===== src/rtl/button_conditioner_pkg.sv =====
// Shared defaults for the pushbutton/switch conditioner.
// SIMULATE shortens the prescaler so a debounce takes a few dozen clocks
// instead of a few million, keeping simulations short.
package button_conditioner_pkg;

  localparam int DEF_CHANNELS = 2;
`ifdef SIMULATE
  localparam int DEF_PRESCALE_BITS = 2;
  localparam int DEF_STABLE_TICKS  = 3;
`else
  // 2^16 clocks at 50 MHz is ~1.3 ms per tick; 4 ticks ~5 ms of stability.
  localparam int DEF_PRESCALE_BITS = 16;
  localparam int DEF_STABLE_TICKS  = 4;
`endif
  localparam int DEF_CNT_W = 3;

endpackage


===== src/rtl/button_conditioner_if.sv =====
// Pin-side bundle of the conditioner.
//   IN    : raw asynchronous pin levels (driven by the board / bench)
//   LEVEL : debounced active-high level per channel
//   RISE  : one-cycle pulse when LEVEL goes 0->1
//   FALL  : one-cycle pulse when LEVEL goes 1->0
//   TICK  : prescaler strobe, shared with other slow logic
// master = pin/consumer side, slave = the conditioner itself.
interface button_conditioner_if #(
  parameter int CHANNELS = 2
);
  logic [CHANNELS-1:0] IN;
  logic [CHANNELS-1:0] LEVEL;
  logic [CHANNELS-1:0] RISE;
  logic [CHANNELS-1:0] FALL;
  logic                TICK;

  modport master (output IN, input LEVEL, RISE, FALL, TICK);
  modport slave  (input IN, output LEVEL, RISE, FALL, TICK);
endinterface


===== src/rtl/debounce_channel.sv =====
// One conditioned input: 2-FF synchroniser, optional inversion, tick-based
// debounce counter, registered LEVEL and one-cycle RISE/FALL pulses.
// Ports: CLK, RST_N (async low), TICK (prescaler strobe), IN (raw pin),
//        LEVEL, RISE, FALL.
module debounce_channel #(
  parameter int   STABLE_TICKS = 4,
  parameter int   CNT_W        = 3,
  parameter logic INVERT       = 1'b1
) (
  input  logic CLK,
  input  logic RST_N,
  input  logic TICK,
  input  logic IN,
  output logic LEVEL,
  output logic RISE,
  output logic FALL
);

  localparam logic [CNT_W-1:0] LAST = CNT_W'(STABLE_TICKS - 1);

  logic             sync1, sync2;
  logic             s;
  logic [CNT_W-1:0] cnt;

  // Synchroniser resets to the idle pin level so the post-invert value
  // starts at 0 and matches LEVEL: no spurious debounce after reset.
  always_ff @(posedge CLK or negedge RST_N) begin
    if (!RST_N) begin
      sync1 <= INVERT;
      sync2 <= INVERT;
    end else begin
      sync1 <= IN;
      sync2 <= sync1;
    end
  end

  assign s = sync2 ^ INVERT;

  // cnt counts ticks during which s has disagreed with LEVEL without a
  // break; any cycle of agreement throws the partial count away.
  always_ff @(posedge CLK or negedge RST_N) begin
    if (!RST_N) begin
      cnt   <= '0;
      LEVEL <= 1'b0;
      RISE  <= 1'b0;
      FALL  <= 1'b0;
    end else begin
      RISE <= 1'b0;
      FALL <= 1'b0;
      if (s == LEVEL) begin
        cnt <= '0;
      end else if (TICK && cnt == LAST) begin
        LEVEL <= s;
        cnt   <= '0;
        RISE  <= s;
        FALL  <= ~s;
      end else if (TICK) begin
        cnt <= cnt + 1'b1;
      end
    end
  end

endmodule


===== src/rtl/button_conditioner.sv =====
// Multi-channel pushbutton/switch conditioner on the system clock.
// A free-running prescaler produces TICK (one cycle every 2^PRESCALE_BITS
// clocks); each channel debounces its pin against that tick.
// Ports: CLK (CLOCK_50), RST_N (async low), bus (slave side of
//        button_conditioner_if: IN in; LEVEL/RISE/FALL/TICK out).
module button_conditioner
  import button_conditioner_pkg::*;
#(
  parameter int                  CHANNELS      = DEF_CHANNELS,
  parameter int                  PRESCALE_BITS = DEF_PRESCALE_BITS,
  parameter int                  STABLE_TICKS  = DEF_STABLE_TICKS,
  parameter int                  CNT_W         = DEF_CNT_W,
  parameter logic [CHANNELS-1:0] INVERT        = '1
) (
  input  logic              CLK,
  input  logic              RST_N,
  button_conditioner_if.slave bus
);

  logic [PRESCALE_BITS-1:0] pre;
  logic                     tick_q;
  logic [CHANNELS-1:0]      level_w, rise_w, fall_w;

  // TICK is registered off the all-ones count, so the first strobe lands
  // 2^PRESCALE_BITS clocks after reset release; the counter wraps freely.
  always_ff @(posedge CLK or negedge RST_N) begin
    if (!RST_N) begin
      pre    <= '0;
      tick_q <= 1'b0;
    end else begin
      pre    <= pre + 1'b1;
      tick_q <= &pre;
    end
  end

  for (genvar i = 0; i < CHANNELS; i++) begin : g_ch
    debounce_channel #(
      .STABLE_TICKS (STABLE_TICKS),
      .CNT_W        (CNT_W),
      .INVERT       (INVERT[i])
    ) u_ch (
      .CLK   (CLK),
      .RST_N (RST_N),
      .TICK  (tick_q),
      .IN    (bus.IN[i]),
      .LEVEL (level_w[i]),
      .RISE  (rise_w[i]),
      .FALL  (fall_w[i])
    );
  end

  assign bus.TICK  = tick_q;
  assign bus.LEVEL = level_w;
  assign bus.RISE  = rise_w;
  assign bus.FALL  = fall_w;

endmodule


===== src/flat_wrapper.sv =====
// flat-port wrapper written by rule: the top's interface ports become plain ports
module button_conditioner_flat import button_conditioner_pkg::*;
#(
  parameter int                  CHANNELS      = DEF_CHANNELS,
  parameter int                  PRESCALE_BITS = DEF_PRESCALE_BITS,
  parameter int                  STABLE_TICKS  = DEF_STABLE_TICKS,
  parameter int                  CNT_W         = DEF_CNT_W,
  parameter logic [CHANNELS-1:0] INVERT        = '1
)
  (CLK, RST_N, bus_IN, bus_LEVEL, bus_RISE, bus_FALL, bus_TICK);
  button_conditioner_if #(.CHANNELS(CHANNELS)) bus_i ();
  input  logic CLK;
  input  logic RST_N;
  input wire logic [$bits(bus_i.IN)-1:0] bus_IN;
  output wire logic [$bits(bus_i.LEVEL)-1:0] bus_LEVEL;
  output wire logic [$bits(bus_i.RISE)-1:0] bus_RISE;
  output wire logic [$bits(bus_i.FALL)-1:0] bus_FALL;
  output wire logic [$bits(bus_i.TICK)-1:0] bus_TICK;
  assign bus_i.IN = bus_IN;
  assign bus_LEVEL = bus_i.LEVEL;
  assign bus_RISE = bus_i.RISE;
  assign bus_FALL = bus_i.FALL;
  assign bus_TICK = bus_i.TICK;
  button_conditioner #(.CHANNELS(CHANNELS), .PRESCALE_BITS(PRESCALE_BITS), .STABLE_TICKS(STABLE_TICKS), .CNT_W(CNT_W), .INVERT(INVERT)) u_core (.CLK(CLK), .RST_N(RST_N), .bus(bus_i));
endmodule

===== config.mk =====
export PLATFORM = sky130hd
export DESIGN_NAME = button_conditioner_flat
export DESIGN_NICKNAME = d
export VERILOG_FILES = /design/src/rtl/button_conditioner_pkg.sv /design/src/rtl/button_conditioner_if.sv /design/src/rtl/debounce_channel.sv /design/src/rtl/button_conditioner.sv /design/src/flat_wrapper.sv
export SDC_FILE = /design/constraint.sdc
export NUM_CORES = 1
export LEC_CHECK = 0
export BUFFER_PORTS_ARGS = -buffer_cell sky130_fd_sc_hd__clkbuf_2
export CELL_PAD_IN_SITES_DETAIL_PLACEMENT = 1
export CELL_PAD_IN_SITES_GLOBAL_PLACEMENT = 2
export CORE_MARGIN = 8
export CORE_UTILIZATION = 39
export DETAILED_ROUTE_END_ITERATION = 10
export HOLD_SLACK_MARGIN = 0.03
export PLACE_DENSITY = 0.75
export SETUP_SLACK_MARGIN = 0.02
export SYNTH_ARGS = -nofsm -noshare
export SYNTH_HDL_FRONTEND = slang
export SYNTH_SLANG_ARGS = --single-unit

===== constraint.sdc =====
create_clock -name CLK -period 1.8 [get_ports CLK]
set_input_delay 0.09 -clock CLK [delete_from_list [all_inputs] [get_ports CLK]]
set_output_delay 0.09 -clock CLK [all_outputs]
set_load 0.02 [all_outputs]

## Yosys cells after proc, flatten, opt, wreduce, memory -nomap -nowiden

Cells that the tools add are included.

- Register bits after elaboration: 33
- Input bits: 4
- Output and inout bits: 7

- Add/subtract/negate cells: 3
- Equality and inequality tests: 4
- Mux-type cells: 14
- Bitwise operators: 4
- Reductions and logical operators: 7

Operators with widths:

| operator | number |
|---|---|
| $mux 3 | 6 |
| $add 16x1->16 const B | 1 |
| $reduce_and 16->1 | 1 |
| $mux 1 | 8 |
| $add 3x1->3 const B | 2 |
| $eq 3x2->1 const B | 2 |
| $reduce_bool 3->1 | 2 |
| $not 1->1 | 4 |
| $reduce_and 2->1 | 2 |
| $eq 1x1->1 | 2 |
| $logic_and 1x1->1 | 2 |

## Logic depth before layout (Yosys ltp)

- Word-level depth: 4
- Depth in mapped cells: 4

## By module

From an unflattened synthesis, not the netlist that was laid out.

- Cells, all modules: 110
- Area total of the unflattened synthesis: 1351.3 µm²

By module, submodules not included:

| module | instances | cells each | area an instance (µm²) | sequential area each (µm²) |
|---|---|---|---|---|
| button_conditioner | 1 | 61 | 732.0 | 425.4 |
| debounce_channel at u_core.g_ch[0].u_ch | 1 | 25 | 314.1 | 202.7 |
| debounce_channel at u_core.g_ch[1].u_ch | 1 | 24 | 305.3 | 202.7 |

## Worst setup path after synthesis

OpenSTA, ideal clock, no wires.

- Kind: reg-to-reg
- Start point: reg u_core.pre[0]
- End point: reg u_core.pre[14]
- Setup time: 79 ps
- Arrival: 1185 ps
- Required time: 1721 ps
- Path slack: 536 ps
- Cell stages (with the launch flop): 5
- Buffers on the path: 0
- Period minus slack after synthesis: 1264 ps
- Cells stage by stage: dfrtp_1 > ha_1 > nand4_2 > nor4_2 > xor2_1

- Longest elaborated chain between the ends: 1

RTL lines:

| item | RTL line | RTL |
|---|---|---|
| from (decl) | button_conditioner.sv:20 | `logic [PRESCALE_BITS-1:0] pre;` |
| from (signal assigned) | button_conditioner.sv:31 | `pre <= pre + 1'b1;` |
| $add 16x1->16 | button_conditioner.sv:31 |  |

No other way between the ends.
A chain may end at the register's enable or synchronous reset.

## Final worst setup path

Same ends and word-level chain as after synthesis.

==> impl_metrics.ini <==
[run_status]
status = finished clean

[clock_tree]
clk_latency_ns = 0.33
cts_made_buffers = 5
htree_levels = 2
cts.sinks = 33
cts_tree = yes
cts_root_buf = clkbuf_4
cts-resized-gates = 0
cts_buffer_depth = 2
cts_setup_buffers = 0
clkSlewWorstSetupHoldPaths_ns = 0.10

[placement]
hpwl_um = 1610
gp_congestion = 0.689
portBuffers = 10
dp.cells = 166
post_dp_cell_area_sq_um = 1450

[die]
io_pins = 11
initial_core_util_pct = 40.9
fp.dieArea_sq_um = 5720
core_area_sq_um = 3390
die-width_um = 75.6
die_height_um = 75.6
rows = 21

[power]
finalPower_mw = 1.17
p_leak_nw = 0.716
peakVddDrop_mv = 0.329
p_per_area_nw_per_um2 = 764

[critical_path]
cp_data_arrival_time_ns = 1.63
rr_worst_depth = 4
end_kind = register
r2r_slack_ns = 0.43
setup.worst_path.start_class = register
path_cells = ha_1 -> nand4_2 -> nor4_2 -> xor2_1
r2r-start = u_core.pre[0]
crit_type = reg -> reg
critPathRequiredTime_ns = 2.07
cp_slowest_stage_delay_ns = 0.40
crit_end = u_core.pre[14]
critPathLaunch = u_core.pre[0]
r2r-end = u_core.pre[14]
critical_path.slowest_cell = dfrtp_1
cp_max_fo = 4

[routing]
drc = 0
drt_first_pass_iters = 4
drt_wl_total_um = 2250
dr_total_vias = 862
wire_per_inst_um = 12.7
dr.first_iter.drc_count = 20
ant_nets = 0
viasPerCell = 4.87

[global_route]
overflow = 0
busiest_layer = met2
antenna_found_initial = 0
grt_max_degree = 34
grt_use_total_pct = 9.67
grt_pass1_vias = 894
grt_use_met3_pct = 4.74
grtUsageMet2_pct = 15.1
use_met1_pct = 10.4
grt_pass1_wl_um = 3960

[synth]
yosysUniqueCellTypes = 24
yosysWarningCount = 0
synthTopCellsByArea = dfrtp_1 (52%), dfstp_2 (7.6%), xor2_1 (7.6%)
yosys.area.top_type = dfrtp_1
synth_area_sq_um = 1390
syn-num-nets = 124
synthCells = 117
netlist.area_leader.share_pct = 52.3
synth-seq-cells = 33
yosysSeqAreaShare_pct = 59.9
syn_avg_cell_area_sq_um = 11.8

[min_path]
hp-class = reg -> reg
hold_path_depth = 0

[layout]
drive_gt1_share_pct = 19.8
syn2layout_area_growth_pct = 10.1
antennaDiodeCount = 0
fillCellCount = 385
fin_nets = 137
post_layout_nonfiller_instances = 177
final_area_sq_um = 1530
final_cell_mix = dfrtp_1 (29), xor2_1 (12), nand2_1 (10), clkbuf_2 (10), nor2_1 (8)
final_common_cell = dfrtp_1

[timing]
maxSlewViolCount = 0
timing.final.crit_share_pct = 75.9
timing.fmax_ghz = 0.732
tightest_slew_ns = 0.791
whs_ns = 0.355
finalHoldViolations = 0
setup_tns_ns = 0
fin_worst_skew_ns = 0.00452
fin_crit_ns = 1.37
relSlewSlack_pct = 47.3
rsz0062_at_grt = false
setup_viol = 0

[flow_run]
timing.max_cap.violations = 0
## Yosys cell counts
| library cell | count |
|---|---|
| nand3b_1 | 2 |
| xor2_1 | 12 |
| ha_1 | 3 |
| nand2_1 | 10 |
| and3_1 | 1 |
| dfrtp_1 | 29 |
| clkbuf_1 | 1 |
| nor3_1 | 5 |
| a21oi_1 | 3 |
| nand3_2 | 1 |
| nand2b_1 | 5 |
| nand4_1 | 2 |
| inv_1 | 3 |
| xnor2_1 | 4 |
| dfstp_2 | 4 |
| nor4_2 | 2 |
| o21ai_0 | 2 |
| mux2i_1 | 1 |
| nand4_2 | 2 |
| o31ai_1 | 2 |
| nand3_1 | 5 |
| nor2_1 | 8 |
| buf_4 | 6 |
| nor4_1 | 4 |
## metal layers
metal	wire, um	vias to the layer above	part of all wire (%)
met5	0	-	0
met2	1080	10	48
met3	127	6	5.6
li1	-	418	-
met4	58	0	2.6
met1	986	428	44
## timing repair
item                                    CTS  global route
hold buffers                              3             0
endpoints found under the hold margin    31             0
endpoints found under the setup margin    0             0
## where the power goes
| part | leakage [nW] | internal [mW] | switching [mW] | total (mW) |
|---|---|---|---|---|
| sequential | 0.433 | 0.749 | 0.00336 | 0.753 |
| combinational | 0.251 | 0.00746 | 0.0167 | 0.0242 |
| clock | 0.0320 | 0.149 | 0.241 | 0.390 |
| total | 0.716 | 0.905 | 0.261 | 1.17 |
## metrics by stage
| stage | worst slack (ns) | util, % |
|---|---|---|
| floorplan | 0.536 | - |
| finish | 0.433 | 45.0 |
| global placement | 0.489 | 42.6 |
| detailed placement | 0.416 | 42.6 |
| CTS | 0.420 | 45.0 |
| global route | 0.309 | 45.0 |
## worst min path at each step
stage | startpoint | to | slack (ns)
3_5_place_dp | bus_IN[0] | u_core.g_ch[0].u_ch.sync1 | 0.18
3_3_place_gp | bus_IN[0] | u_core.g_ch[0].u_ch.sync1 | 0.18
2_1_floorplan | RST_N | u_core.bus.TICK | -0.21
5_1_grt | bus_IN[1] | u_core.g_ch[1].u_ch.sync1 | 0.36
4_1_cts | u_core.g_ch[0].u_ch.sync1 | u_core.g_ch[0].u_ch.sync2 | 0.35
6_report | u_core.g_ch[0].u_ch.sync1 | u_core.g_ch[0].u_ch.sync2 | 0.36
## worst max-delay path: cells and delay by family (launching register included)
kind                     cells  cell delay (ns)
adder cells (fa/ha/maj)      1             0.26
XOR/XNOR                     1             0.16
AND/OR/NAND/NOR              2             0.49
flip-flops                   1             0.40
## layout make-up
cell class | instances | area (sq um) | area share [%]
clock buffer | 6 | 41.3 | 2.70
multi-input combinational | 74 | 495 | 32.5
sequential | 33 | 831 | 54.4
timing repair buffer | 13 | 80.1 | 5.25
clock inverter | 2 | 10.0 | 0.656
tap | 46 | 57.6 | 3.77
inverter | 3 | 11.3 | 0.738
## registers in the layout, indices dropped and copies added (netlist names)
signal and flops:
u_core.g_ch.u_ch.RISE 2, u_core.g_ch.u_ch.LEVEL 2, u_core.bus.TICK 1, u_core.g_ch.u_ch.sync1 2, u_core.g_ch.u_ch.sync2 2, u_core.g_ch.u_ch.FALL 2
u_core.g_ch.u_ch.cnt 6, u_core.pre 16
## logic make-up after synthesis
| logic type | after synthesis | synth area share, % |
|---|---|---|
| buffers and inverters | 10 | 4.33 |
| muxes | 1 | 0.722 |
| and+or+nand+nor | 47 | 19.3 |
| xor gates and xnor gates | 16 | 10.1 |
| DFF | 33 | 59.9 |
| AOI/OAI and AO/OA | 7 | 2.89 |
| adders and majority gates | 3 | 2.71 |
Note: power is estimated with default switching activity, not from simulation.
